File: src/rtl/wb_timer_pkg.sv
// Shared definitions for the Wishbone timer: register map, CTRL/STATUS bit
// positions, slave handshake states and a byte-lane merge helper.
package wb_timer_pkg;

  localparam logic [9:0] ADR_CTRL    = 10'd0;
  localparam logic [9:0] ADR_PRESC   = 10'd1;
  localparam logic [9:0] ADR_COUNT   = 10'd2;
  localparam logic [9:0] ADR_COMPARE = 10'd3;
  localparam logic [9:0] ADR_STATUS  = 10'd4;
  localparam logic [9:0] ADR_CYCLE   = 10'd5;

  localparam int CTRL_EN         = 0;
  localparam int CTRL_IRQ_EN     = 1;
  localparam int CTRL_AUTORELOAD = 2;
  localparam int CTRL_W          = 3;
  localparam int STATUS_MATCH    = 0;

  typedef enum logic [1:0] {
    ST_IDLE = 2'd0,
    ST_ACK  = 2'd1,
    ST_HOLD = 2'd2
  } wb_state_e;

  // Replace the bytes of cur selected by sel with the matching bytes of wdat.
  function automatic logic [31:0] merge_bytes(input logic [31:0] cur,
                                              input logic [31:0] wdat,
                                              input logic [3:0]  sel);
    logic [31:0] r;
    r = cur;
    for (int b = 0; b < 4; b++)
      if (sel[b]) r[8*b +: 8] = wdat[8*b +: 8];
    return r;
  endfunction

endpackage

File: src/rtl/wb_slave_if.sv
// Wishbone slave handshake: one ack per request assertion, read data captured
// on the same edge that commits the access strobe.
module wb_slave_if
  import wb_timer_pkg::*;
(
  input  logic        i_clk,
  input  logic        i_reset,
  input  logic        i_req,
  input  logic        i_we,
  input  logic [9:0]  i_adr,
  input  logic [31:0] i_dat,
  input  logic [3:0]  i_sel,
  input  logic [31:0] i_rdata,
  output logic        o_wb_ack,
  output logic [31:0] o_wb_dat,
  output logic        o_acc,
  output logic        o_acc_we,
  output logic [9:0]  o_acc_adr,
  output logic [31:0] o_acc_dat,
  output logic [3:0]  o_acc_sel
);

  wb_state_e state;

  // The strobe fires in the cycle before ACK so the register write and the
  // read-data capture happen on the same edge; the fields are valid with it.
  assign o_acc     = (state == ST_IDLE) && i_req;
  assign o_acc_we  = i_we;
  assign o_acc_adr = i_adr;
  assign o_acc_dat = i_dat;
  assign o_acc_sel = i_sel;

  always_ff @(posedge i_clk or posedge i_reset) begin
    if (i_reset) begin
      state    <= ST_IDLE;
      o_wb_ack <= 1'b0;
      o_wb_dat <= '0;
    end else begin
      o_wb_ack <= 1'b0;
      case (state)
        ST_IDLE: begin
          if (i_req) begin
            state    <= ST_ACK;
            o_wb_ack <= 1'b1;
            o_wb_dat <= i_rdata;
          end
        end
        ST_ACK:  state <= i_req ? ST_HOLD : ST_IDLE;
        ST_HOLD: if (!i_req) state <= ST_IDLE;
        default: state <= ST_IDLE;
      endcase
    end
  end

endmodule

File: src/rtl/wb_timer.sv
// Prescaled 32-bit timer with compare match, auto-reload, interrupt and a
// free-running cycle counter, behind a Wishbone slave port.
module wb_timer
  import wb_timer_pkg::*;
#(
  parameter int PRESC_WIDTH = 16
) (
  input  logic        i_clk,
  input  logic        i_reset,
  input  logic        i_dev_sel,
  input  logic [9:0]  i_wb_adr,
  input  logic [31:0] i_wb_dat,
  output logic [31:0] o_wb_dat,
  input  logic        i_wb_we,
  input  logic        i_wb_stb,
  input  logic        i_wb_cyc,
  input  logic [3:0]  i_wb_sel,
  output logic        o_wb_ack,
  output logic        o_irq
);

  logic                   req;
  logic                   acc;
  logic                   acc_we;
  logic [9:0]             acc_adr;
  logic [31:0]            acc_dat;
  logic [3:0]             acc_sel;
  logic [31:0]            rdata;

  logic [CTRL_W-1:0]      ctrl;
  logic [PRESC_WIDTH-1:0] presc;
  logic [PRESC_WIDTH-1:0] pcnt;
  logic [31:0]            count;
  logic [31:0]            compare;
  logic [31:0]            cycle;
  logic                   match;

  logic                   wr;
  logic                   wr_ctrl, wr_presc, wr_count, wr_compare, wr_status;
  logic                   tick;
  logic                   hit;
  logic                   clr_match;

  assign req = i_dev_sel & i_wb_cyc & i_wb_stb;

  wb_slave_if u_slave_if (
    .i_clk     (i_clk),
    .i_reset   (i_reset),
    .i_req     (req),
    .i_we      (i_wb_we),
    .i_adr     (i_wb_adr),
    .i_dat     (i_wb_dat),
    .i_sel     (i_wb_sel),
    .i_rdata   (rdata),
    .o_wb_ack  (o_wb_ack),
    .o_wb_dat  (o_wb_dat),
    .o_acc     (acc),
    .o_acc_we  (acc_we),
    .o_acc_adr (acc_adr),
    .o_acc_dat (acc_dat),
    .o_acc_sel (acc_sel)
  );

  assign wr         = acc & acc_we;
  assign wr_ctrl    = wr && (acc_adr == ADR_CTRL);
  assign wr_presc   = wr && (acc_adr == ADR_PRESC);
  assign wr_count   = wr && (acc_adr == ADR_COUNT);
  assign wr_compare = wr && (acc_adr == ADR_COMPARE);
  assign wr_status  = wr && (acc_adr == ADR_STATUS);
  assign clr_match  = wr_status && acc_sel[0] && acc_dat[STATUS_MATCH];

  assign tick = ctrl[CTRL_EN] && (pcnt == presc);
  assign hit  = tick && (count == compare);

  assign o_irq = match & ctrl[CTRL_IRQ_EN];

  always_comb begin
    rdata = '0;
    case (acc_adr)
      ADR_CTRL:    rdata[CTRL_W-1:0]      = ctrl;
      ADR_PRESC:   rdata[PRESC_WIDTH-1:0] = presc;
      ADR_COUNT:   rdata                  = count;
      ADR_COMPARE: rdata                  = compare;
      ADR_STATUS:  rdata[STATUS_MATCH]    = match;
      ADR_CYCLE:   rdata                  = cycle;
      default:     rdata                  = '0;
    endcase
  end

  // Prescaler restarts whenever its period is rewritten so the next tick is
  // always a full new period away.
  always_ff @(posedge i_clk or posedge i_reset) begin
    if (i_reset)
      pcnt <= '0;
    else if (!ctrl[CTRL_EN] || tick || wr_presc)
      pcnt <= '0;
    else
      pcnt <= pcnt + PRESC_WIDTH'(1);
  end

  // A bus write to COUNT wins over the tick; a match set wins over a clear.
  always_ff @(posedge i_clk or posedge i_reset) begin
    if (i_reset) begin
      count <= '0;
      match <= 1'b0;
    end else begin
      if (wr_count)
        count <= merge_bytes(count, acc_dat, acc_sel);
      else if (tick)
        count <= (hit && ctrl[CTRL_AUTORELOAD]) ? 32'd0 : count + 32'd1;

      if (hit)
        match <= 1'b1;
      else if (clr_match)
        match <= 1'b0;
    end
  end

  always_ff @(posedge i_clk or posedge i_reset) begin
    if (i_reset) begin
      ctrl    <= '0;
      presc   <= '0;
      compare <= '0;
      cycle   <= '0;
    end else begin
      cycle <= cycle + 32'd1;
      if (wr_ctrl)
        ctrl <= CTRL_W'(merge_bytes(32'(ctrl), acc_dat, acc_sel));
      if (wr_presc)
        presc <= PRESC_WIDTH'(merge_bytes(32'(presc), acc_dat, acc_sel));
      if (wr_compare)
        compare <= merge_bytes(compare, acc_dat, acc_sel);
    end
  end

endmodule

File: config.mk
export PLATFORM = sky130hd
export DESIGN_NAME = wb_timer
export DESIGN_NICKNAME = d
export VERILOG_FILES = /design/src/rtl/wb_timer_pkg.sv /design/src/rtl/wb_slave_if.sv /design/src/rtl/wb_timer.sv
export SDC_FILE = /design/constraint.sdc
export NUM_CORES = 1
export LEC_CHECK = 0
export CAP_MARGIN = 5
export CORE_UTILIZATION = 52
export DETAILED_ROUTE_END_ITERATION = 6
export MAX_ROUTING_LAYER = met4
export PLACE_DENSITY = 0.84
export SKIP_LAST_GASP = 1
export SLEW_MARGIN = 20
export SYNTH_ARGS = -nofsm -noshare
export SYNTH_HDL_FRONTEND = slang
export SYNTH_SLANG_ARGS = --single-unit
File: constraint.sdc
create_clock -name i_clk -period 6.3 [get_ports i_clk]
set_clock_uncertainty 0.2 [all_clocks]
set_input_delay 1.575 -clock i_clk [delete_from_list [all_inputs] [get_ports i_clk]]
set_output_delay 1.575 -clock i_clk [all_outputs]
set_load 0.01 [all_outputs]
# Word-level counts from Yosys, hierarchy flattened
# Index checks and enable logic that the tools add are counted.
# Widths: inputs -> output; s select.
[op_classes]
bitwise_logic = 4
n_mux = 20
n_addsub = 3
n_reduce_logical = 31
n_eq_ne = 15
[op_table]
columns = ["op", "count"]
rows = [
  ["$mux 32", 3],
  ["$add 32x1->32 const B", 2],
  ["$pmux 13 s4", 1],
  ["$pmux 16 s3", 1],
  ["$eq 32x32->1", 1],
  ["$mux 8", 4],
  ["$reduce_and 2->1", 13],
  ["$eq 10x2->1 const B", 2],
  ["$eq 10x3->1 const B", 2],
  ["$add 16x1->16 const B", 1],
  ["$eq 16x16->1", 1],
  ["$mux 16", 1],
  ["$logic_and 1x1->1", 11],
  ["$eq 10x1->1 const B", 1],
  ["$logic_not 10->1", 1],
  ["$ne 2x2->1 const B", 5],
  ["$pmux 2 s5", 1],
  ["$mux 2", 3],
  ["$pmux 1 s6", 1],
  ["$pmux 2 s3", 1],
  ["$and 1x1->1", 4],
  ["$mux 1", 4],
  ["$reduce_bool 2->1", 2],
  ["$eq 2x1->1 const B", 1],
  ["other kinds (5)", 6],
]
[totals]
inputBits = 52
out_inout_bits = 34
elab_cells = 90
register_bits = 167

# Logic depth before layout (Yosys ltp)
# Gate-level depths: netlist of run 1.
[depth]
ltp_word = 9
ltp_mapped = 9
depth_no_buf = 7

# Cells and area by module
# A second synthesis of run 1 with hierarchy kept.
[hier_totals]
hier_cells = 946
area_unflattened_um2 = 9406.5
[by_module_without_submodules]
columns = ["module", "cells_per_inst", "seq_area_each_um2", "n_inst", "area_each_um2"]
rows = [
  ["wb_timer", 824, 3303.2, 1, 7738.7],
  ["wb_slave_if", 122, 875.8, 1, 1667.8],
]

# Least setup slack after synthesis of run 1
# OpenSTA, ideal clock, no wires.
[synth_timing]
path_kind = "input-to-reg"
from = "input port i_wb_adr[6]"
to = "register count[8]"
arrival_ps = 3488
t_required_ps = 6019
stages = 8
n_path_buf = 2
setup_slack_ps = 2530
setup_time_ps = 81
cell_sequence = "or4_4 nor4_4 and2_1 buf_4 a22oi_4 buf_6 or3_1 o211ai_2"
[synth_via]
elab_chain_cells = 4
elab_cells_between_ends = 6
cone_classes = "eq/ne (2); mux (1); reduce/logical (3)"
[synth_rtl]
columns = ["element", "line", "rtl"]
rows = [
  ["from (decl)", "wb_timer.sv:11", "input logic [9:0] i_wb_adr,"],
  ["$eq 10x2->1 (*)", "wb_timer.sv:67", "assign wr_count = wr && (acc_adr == ADR_COUNT);"],
  ["$logic_and 1x1->1 (*)", "wb_timer.sv:67", ""],
  ["$ne 2x2->1 (no source line) / $reduce_bool 2->1 (equally long branches)", "-", ""],
  ["$reduce_and 2->1 (no source line)", "-", ""],
  ["to (signal assigned)", "wb_timer.sv:108", "count <= merge_bytes(count, acc_dat, acc_sel);"],
  ["to (signal assigned)", "wb_timer.sv:110", "count <= (hit && ctrl[CTRL_AUTORELOAD]) ? 32'd0 : count + 32'd1;"],
  ["to (decl)", "wb_timer.sv:33", "logic [31:0] count;"],
]
# Mark *: on every way between the ends. The rest lies on a longest branch, timed or not.
# A chain may end at the register's enable or synchronous reset.

# Final worst setup path of run 1
[layout_timing]
from = "input port i_wb_adr[6]"
to = "register count[6]"
# The elaborated chain is that of the path after synthesis.

==> reports/qor.yml, run 1 <==
run_status:
  status: "complete, no violations"
floorplan:
  die_h_um: 134
  rows: 48
  core_um2: 17200
  initial_core_util: 0.529
  io_pins: 86
  die_x_um: 134
  dieArea_um2: 18100
pwr:
  p_leak_nw: 4.57
  p_total_mw: 2.37
  peakVddDrop_mv: 0.202
  power_density_nw_per_um2: 222
worst_setup_path:
  ff2ff_setup_slack_ns: 2.73
  path_delay_family: "simple AND/OR/NAND/NOR gates"
  rr_endpoint: "count[19]"
  rr_startpoint: "count[15]"
  worstSetupEndpointType: "flop"
  worstPathArrival_ns: 4.58
  crit_chain: "clkdlybuf4s50_1, or4_4, nor4_4, buf_4, and2_1, a22oi_1, or3_1, o211ai_1"
  critPathMaxFanout: 15
  cp-start-kind: "input pin"
  cp_num_buf_inv: 2
  worstSetupPathType: "in -> reg"
  crit_slowest_cell: "or4_4"
  cp.required_ns: 6.45
  r2r_cells: 6
  max_stage_delay_ns: 0.60
worst_hold_path:
  hp-class: "reg -> reg"
  hp-start: "u_slave_if.o_wb_dat[8]"
  holdPathStages: 2
  worstHoldEndpoint: "u_slave_if.o_wb_dat[8]"
finish:
  n_antenna_cell: 0
  final_cell_area_um2: 10700
  finalNetCount: 1021
  final_common_cell: "dfrtp_1"
  final_cell_mix: "dfrtp_1, clkdlybuf4s50_1, nor2_1, xnor2_1, nand3_1"
  areaGrowthSynthToFinish_pct: 17.1
  final_layout_size_suffix_gt1_frac: 0.128
synthesis:
  ys_types: 57
  synth_xor_xnor_area_share: 0.0893
  synth_fa_ha_area_frac: 0.00411
  synth.mux.area_fraction: 0.0862
  synthesis.area_um2: 9130
  synth_compound_area_frac: 0.111
  ys_warn_count: 0
  synth_top_family_by_area: "simple AND/OR/NAND/NOR gates"
  synth.avg_cell_area_um2: 9.94
  synth_edf_count: 0
  ys.flop_type: "dfrtp_1"
  synthSimpleGateAreaFrac: 0.215
  yosysSeqAreaShare: 0.458
  synth_nets: 973
  postSynthCellCount: 918
  async_reset_ff_frac: 1.00
  synth_seq_cells: 167
route:
  first_pass_iters: 7
  viasPerCell: 6.50
  wl_per_cell_um: 21.3
  drt_iter0_markers: 987
  wl_um: 25600
  vias: 7830
  ant_nets: 0
  drc: 0
sta:
  slew_headroom: 0.319
  whs_ns: 0.289
  setup_violations: 0
  hold_violations: 0
  min_period_ns: 4.43
  fin_crit_sh: 0.703
  tightest_slew_ns: 1.02
  fin_tns_setup_ns: 0
  maxSlewViolCount: 0
  fmax_mhz: 226
  fin_ws_ns: 1.87
  rsz0062_at_grt: "no"
cts:
  numClockSinks: 167
  cts_tree: "yes"
  hold_buffers: 0
  cts_root_buf: "clkbuf_16"
  cts_resized: 0
  h-tree-depth: 4
  clockBufferDepth: 2
  insertion_delay_ns: 0.44
  cts_setup_buffers: 0
  numCtsBuffers: 17
  clk_pin_slew_ns: 0.07
grt:
  grt.overflow.total: 0
  grt_pass1_vias: 7367
  grt_pass1_wl_um: 40600
  grt_max_degree: 108
  antenna_found_initial: 0
  track_usage: 0.303
place:
  post-dp-hpwl_um: 17900
  port_buffers: 85
  postPlaceCellArea_um2: 10100
  globalplace.congestion: 0.930
  dp_slack_ns: 1.47
flow_run:
  cap_violations: 0
[synth_stat cells (12+ instances only)]
cell / n / share of area
a21oi_1: 29 / 0.016
a221oi_1: 19 / 0.018
a222oi_1: 14 / 0.015
a22o_1: 13 / 0.012
and2_1: 12 / 0.0082
and3_1: 34 / 0.023
and4_1: 14 / 0.013
clkbuf_1: 57 / 0.023
dfrtp_1: 167 / 0.46
inv_1: 14 / 0.0058
mux2_2: 67 / 0.083
nand2_1: 57 / 0.023
nand3_1: 68 / 0.037
nand4_1: 48 / 0.033
nor2_1: 75 / 0.031
o211ai_1: 15 / 0.012
o21ai_0: 15 / 0.0082
xnor2_1: 75 / 0.072
xor2_1: 18 / 0.017
[how the worst max path moves through the flow]
stage	start	endpoint	slack, ns	cells past startpoint
after global routing	i_wb_adr[6]	count[6]	1.72	8
after global placement	i_wb_adr[6]	count[7]	1.58	8
after floorplan	i_reset	compare[0]	0.007	1
after detailed placement	i_wb_adr[6]	count[6]	1.47	8
after CTS	i_wb_adr[6]	count[6]	1.90	8
final	i_wb_adr[6]	count[6]	1.87	8
[cell type report]
class | instances | area, µm²
Clock buffer | 20 | 457
Fill cell | 1318 | 6560
Timing Repair Buffer | 98 | 943
Clock inverter | 12 | 141
Tap cell | 225 | 282
Sequential cell | 167 | 4180
Inverter | 15 | 61.3
Multi-Input combinational cell | 667 | 4620
[per-stage QoR]
| step | std cells | util |
|---|---|---|
| after floorplan | 918 | - |
| after global placement | 1172 | 0.585 |
| after detailed placement | 1172 | 0.585 |
| after CTS | 1204 | 0.620 |
| after global routing | 1204 | 0.620 |
| final | 1204 | 0.620 |
[cell families (layout without fill, tap and decap cells)]
kind of cell    Yosys count  count (layout)
buf+inv                  84             145
flops                   167             167
fa+ha+maj                 3               3
mux                      69              69
xor+xnor                 93              93
simple gates            365             365
compound gates          137             137
[where the power goes]
part	internal, mW	switching (mW)	leakage, nW
Clock	0.611	0.457	0.288
Combinational	0.0920	0.0982	2.15
Sequential	1.10	0.0161	2.14
Total	1.80	0.571	4.57
[sequential cells by signal, indices dropped and copies added (netlist names)]
| register | cells |
|---|---|
| presc | 16 |
| compare | 32 |
| pcnt | 16 |
| count | 32 |
| u_slave_if.o_wb_dat | 32 |
| ctrl | 3 |
| cycle | 32 |
| match | 1 |
| u_slave_if.state | 2 |
| u_slave_if.o_wb_ack | 1 |
[worst min-delay path, stage by stage, from the launching register on]
cell     delay (ns)
dfrtp_1        0.34
nand2_1        0.05
o21ai_0        0.06
[metal layers]
layer | routed length, µm | part of all wire | up-vias | global-route usage
li1 | - | - | 3460 | -
met1 | 10400 | 0.41 | 3801 | 0.417
met2 | 11700 | 0.45 | 483 | 0.439
met3 | 2680 | 0.10 | 86 | 0.0567
met4 | 914 | 0.036 | 0 | 0.130
met5 | 0 | 0 | - | -
Power figures use the tool's default switching activity.
==> inputs of run 2 (changes only) <==
Settings changed: CORE_UTILIZATION 52 to 58, PLACE_DENSITY 0.84 to 0.89.
Clock period 6.3 ns to 4.35 ns, I/O delays scaled along.
==> reports/qor.yml, run 2 (synthesized netlist as in run 1, its figures left out) <==
finish:
  final_cell_area_um2: 10700
  nFillCells: 1040
  final_layout_size_suffix_gt1_frac: 0.134
  final_common_cell: "dfrtp_1"
  areaGrowthSynthToFinish_pct: 17.7
  finalNetCount: 1030
  instances_no_fill: 1197
  n_antenna_cell: 0
  final_cell_mix: "dfrtp_1, clkdlybuf4s50_1, nor2_1, xnor2_1, nand3_1"
cts:
  numClockSinks: 167
  hold_buffers: 0
  h-tree-depth: 4
  cts_resized: 0
  cts_root_buf: "clkbuf_16"
  cts_setup_buffers: 0
  clockBufferDepth: 2
  cts_tree: "yes"
  insertion_delay_ns: 0.43
  clk_pin_slew_ns: 0.06
  numCtsBuffers: 17
route:
  drc: 5
  vias: 7971
  viasPerCell: 6.66
  ant_nets: 0
  first_pass_iters: 7
  wl_per_cell_um: 21.7
  wl_um: 26000
  drt_iter0_markers: 1128
worst_setup_path:
  max_stage_delay_ns: 0.60
  cp_num_buf_inv: 1
  crit_slowest_cell: "or4_4"
  cp-start-kind: "input pin"
  worstSetupEndpointType: "flop"
  path_depth: 6
  worstPathArrival_ns: 3.71
  r2r_cells: 7
  path_delay_family: "simple AND/OR/NAND/NOR gates"
  crit_chain: "clkdlybuf4s50_1, or4_4, nor4_1, and2_1, nand3_1, mux2_2"
  ff2ff_setup_slack_ns: 1.24
  rr_endpoint: "count[14]"
  rr_startpoint: "count[12]"
  cp.required_ns: 4.47
  worstSetupPathType: "in -> reg"
  critPathMaxFanout: 9
place:
  port_buffers: 85
  globalplace.congestion: 0.917
  dpl.cell_count: 1167
  postPlaceCellArea_um2: 10200
  post-dp-hpwl_um: 18300
sta:
  fin_tns_setup_ns: 0
  hold_violations: 0
  fmax_mhz: 279
  maxSlewViolCount: 0
  setup_violations: 0
  slew_headroom: 0.376
  min_period_ns: 3.59
  tightest_slew_ns: 0.928
  rsz0062_at_grt: "no"
  fin_crit_sh: 0.825
grt:
  grt_pass1_vias: 7485
  antenna_found_initial: 0
  grt_pass1_wl_um: 40700
  track_usage: 0.343
  grt_max_degree: 65
  grt.overflow.total: 0
worst_hold_path:
  hp-class: "reg -> reg"
  hp-start: "u_slave_if.o_wb_dat[10]"
  holdPathStages: 2
  worstHoldEndpoint: "u_slave_if.o_wb_dat[10]"
pwr:
  swShare: 0.236
  pwr-share-clk: 0.444
  power.internal_mw: 2.60
  peakVddDrop_mv: 0.286
  pwr-share-comb: 0.083
  net-switching-power_mw: 0.804
  power_density_nw_per_um2: 317
  seqPwrFrac: 0.473
  p_leak_nw: 4.62
  p_total_mw: 3.41
run_status:
  violations: "design-rule violations"
  status: "finished, violations left"
floorplan:
  die_h_um: 127
  dieArea_um2: 16200
  rows: 45
  io_pins: 86
  initial_core_util: 0.598
  die_x_um: 127
  core_um2: 15300
flow_run:
  cap_violations: 0
[run 2: changes by cell type in the layout (fill, tap and decap cells not counted)]
cell / previous run / this run
clkbuf_1: 1 / 2
o2111ai_1: 2 / 1
buf_12: 0 / 2
buf_4: 13 / 20
inv_6: 5 / 4
clkinvlp_4: 2 / 1
o2111ai_2: 0 / 1
clkinv_4: 3 / 2
[run 2: worst max path at each step]
stage / to / startpoint / slack [ns]
after floorplan: compare[0] / i_reset / 0.94
after global placement: presc[14] / i_wb_adr[6] / 0.43
after detailed placement: presc[5] / i_wb_adr[6] / 0.37
after CTS: presc[5] / i_wb_adr[6] / 0.80
after global routing: pcnt[13] / i_wb_adr[6] / 0.64
final: presc[5] / i_wb_adr[6] / 0.76
[run 2: routing by layer]
layer,GRT usage,wire length (µm),vias to the layer above
met5,-,0,-
li1,-,-,3469
met4,0.172,1210,0
met3,0.0800,3010,117
met2,0.487,11600,585
met1,0.460,10200,3800
[run 2: worst min-delay path, delay by kind of cell, from the launching register on]
| kind | cells | cell delay, ns |
|---|---|---|
| DFF | 1 | 0.35 |
| and+or+nand+nor | 1 | 0.05 |
| AOI/OAI and AO/OA | 1 | 0.06 |
[run 2: power by group through the flow]
stage	Clock [mW]	Combinational, mW	Sequential (mW)
6_report	1.51	0.283	1.61
5_1_grt	1.59	0.301	1.61
4_1_cts	1.52	0.281	1.61
3_5_place_dp	0	0.278	1.64
3_3_place_gp	0	0.273	1.64
2_1_floorplan	0	0.102	1.65
[run 2: layout make-up]
cell class,instances,area [µm²],area share
multi-input cells,667,4620,0.431
flip-flops and latches,167,4180,0.389
repair buffers,107,1040,0.0964
clock buffers,21,460,0.0429
well taps,211,264,0.0246
clock inverters,9,118,0.0109
inverters,15,60.1,0.00559
[run 2: through the flow]
step | setup slack (ns) | util | hold slack [ns]
finish | 0.760 | 0.704 | 0.294
CTS | 0.802 | 0.704 | 0.297
global placement | 0.432 | 0.666 | 0.262
global route | 0.645 | 0.704 | 0.320
detailed placement | 0.369 | 0.666 | 0.282
floorplan | 0.936 | - | 0.245
==> inputs of run 3 (changes only) <==
Settings changed: CORE_UTILIZATION 58 to 52, PLACE_DENSITY 0.89 to 0.84.
Clock period 4.35 ns to 3.3 ns, I/O delays scaled along.
==> reports/qor.yml, run 3 (synthesized netlist as in run 1, its figures left out) <==
grt:
  antenna_found_initial: 0
  grt.overflow.total: 0
  grt_pass1_vias: 7900
  track_usage: 0.327
  grt_pass1_wl_um: 43600
  grt_max_degree: 52
pwr:
  p_total_mw: 4.48
  pwr-share-clk: 0.441
  swShare: 0.266
  p_leak_nw: 4.87
  power.internal_mw: 3.29
  net-switching-power_mw: 1.19
  peakVddDrop_mv: 0.367
  power_density_nw_per_um2: 401
  seqPwrFrac: 0.473
  pwr-share-comb: 0.086
sta:
  min_period_ns: 3.07
  slew_headroom: 0.559
  tightest_slew_ns: 0.657
  hold_violations: 0
  rsz0062_at_grt: "no"
  fin_crit_sh: 0.929
  maxSlewViolCount: 0
  fmax_mhz: 326
  setup_violations: 0
worst_setup_path:
  crit_chain: "clkdlybuf4s50_1, or4_4, nor4_4, and2_1, buf_4, a22oi_4, or3_1, o211ai_1"
  worstSetupEndpointType: "flop"
  critPathMaxFanout: 12
  max_stage_delay_ns: 0.58
  cp_num_buf_inv: 2
  worstSetupPathType: "in -> reg"
  cp.required_ns: 3.45
  cp-start-kind: "input pin"
  path_delay_family: "simple AND/OR/NAND/NOR gates"
  worstPathArrival_ns: 3.22
  crit_slowest_cell: "or4_4"
run_status:
  violations: "design-rule violations"
  status: "finished, violations left"
place:
  dpl.cell_count: 1231
  post-dp-hpwl_um: 19700
  port_buffers: 85
  globalplace.congestion: 0.935
finish:
  multi_input_area_um2: 4620
  final_layout_size_suffix_gt1_frac: 0.178
  seqCellArea_um2: 4180
  nFillCells: 1292
  instances_no_fill: 1263
  areaGrowthSynthToFinish_pct: 22.6
  final_cell_mix: "dfrtp_1, clkdlybuf4s50_1, nor2_1, xnor2_1, nand3_1"
  final_common_cell: "dfrtp_1"
  finalNetCount: 1080
  n_antenna_cell: 0
cts:
  cts_resized: 0
  cts_tree: "yes"
  insertion_delay_ns: 0.44
  hold_buffers: 0
  h-tree-depth: 4
  numClockSinks: 167
  clk_pin_slew_ns: 0.07
  cts_setup_buffers: 0
  cts_root_buf: "clkbuf_16"
  numCtsBuffers: 17
  clockBufferDepth: 2
route:
  first_pass_iters: 7
  ant_nets: 0
  wl_per_cell_um: 21.7
  vias: 8139
  drc: 11
  drt_iter0_markers: 1247
  viasPerCell: 6.44
  wl_um: 27500
floorplan:
  die_x_um: 134
  initial_core_util: 0.529
  dieArea_um2: 18100
  io_pins: 86
  rows: 48
  die_h_um: 134
  core_um2: 17200
worst_hold_path:
  hp-class: "reg -> reg"
flow_run:
  cap_violations: 0
## run 3: cell count changes in the layout (fill, tap and decap cells not counted)
cell	change
clkinv_8	+3
buf_12	+4
inv_8	+4
buf_4	+46
clkinvlp_4	+1
o2111ai_2	-1
clkbuf_8	-2
clkbuf_1	-2
bufinv_16	-2
o2111ai_1	+1
## run 3: power groups by stage
stage               logic, mW  registers [mW]  clock network, mW
global route            0.413            2.12               2.07
finish                  0.387            2.12               1.98
CTS                     0.383            2.12               1.99
floorplan               0.134            2.17                  0
global placement        0.372            2.16                  0
detailed placement      0.378            2.16                  0
## run 3: layer usage
metal | vias up | global-route usage | wire length, µm
li1 | 3577 | - | -
met1 | 3993 | 0.434 | 11000
met2 | 483 | 0.482 | 12700
met3 | 86 | 0.0792 | 2770
met4 | 0 | 0.132 | 957
met5 | - | - | 0
## run 3: cell type report
cell class | count | share of cell area
tap | 225 | 0.0252
sequential | 167 | 0.374
clock inverter | 15 | 0.0142
inverter | 15 | 0.00537
timing repair buffer | 157 | 0.131
multi-input combinational | 667 | 0.413
clock buffer | 17 | 0.0380
## run 3: path summary, 6_finish.rpt
kind	startpoint	cells past startpoint	to	slack, ns
hold / removal	u_slave_if.o_wb_dat[12]	2	u_slave_if.o_wb_dat[12]	0.29
min in group asynchronous	i_reset	2	u_slave_if.o_wb_ack	0.60
max in group asynchronous	i_reset	3	cycle[15]	1.62
setup reg to reg	count[8]	8	count[23]	0.49
hold reg to reg	u_slave_if.o_wb_dat[12]	2	u_slave_if.o_wb_dat[12]	0.29
setup / recovery	i_wb_adr[6]	8	count[14]	0.23
## run 3: worst reg2reg max path, cell delays in order (launching register included)
cell      delay (ns)
dfrtp_1         0.38
buf_4           0.17
xnor2_1         0.32
nand4_1         0.13
nor4_1          0.43
nand3_1         0.44
o21ai_1         0.24
buf_4           0.22
o211ai_1        0.13
## run 3: per-stage QoR
| stage | setup slack, ns | utilization | hold WS [ns] | cell area [µm²] | setup TNS (ns) |
|---|---|---|---|---|---|
| after CTS | 0.237 | 0.649 | 0.292 | 11200 | 0 |
| after global placement | -0.124 | 0.615 | 0.263 | 10600 | -4.03 |
| after detailed placement | -0.204 | 0.615 | 0.276 | 10600 | -7.35 |
| after floorplan | 0.148 | - | 0.245 | 9130 | 0 |
| final | 0.235 | 0.649 | 0.289 | 11200 | 0 |
| after global routing | 0.108 | 0.649 | 0.312 | 11200 | 0 |
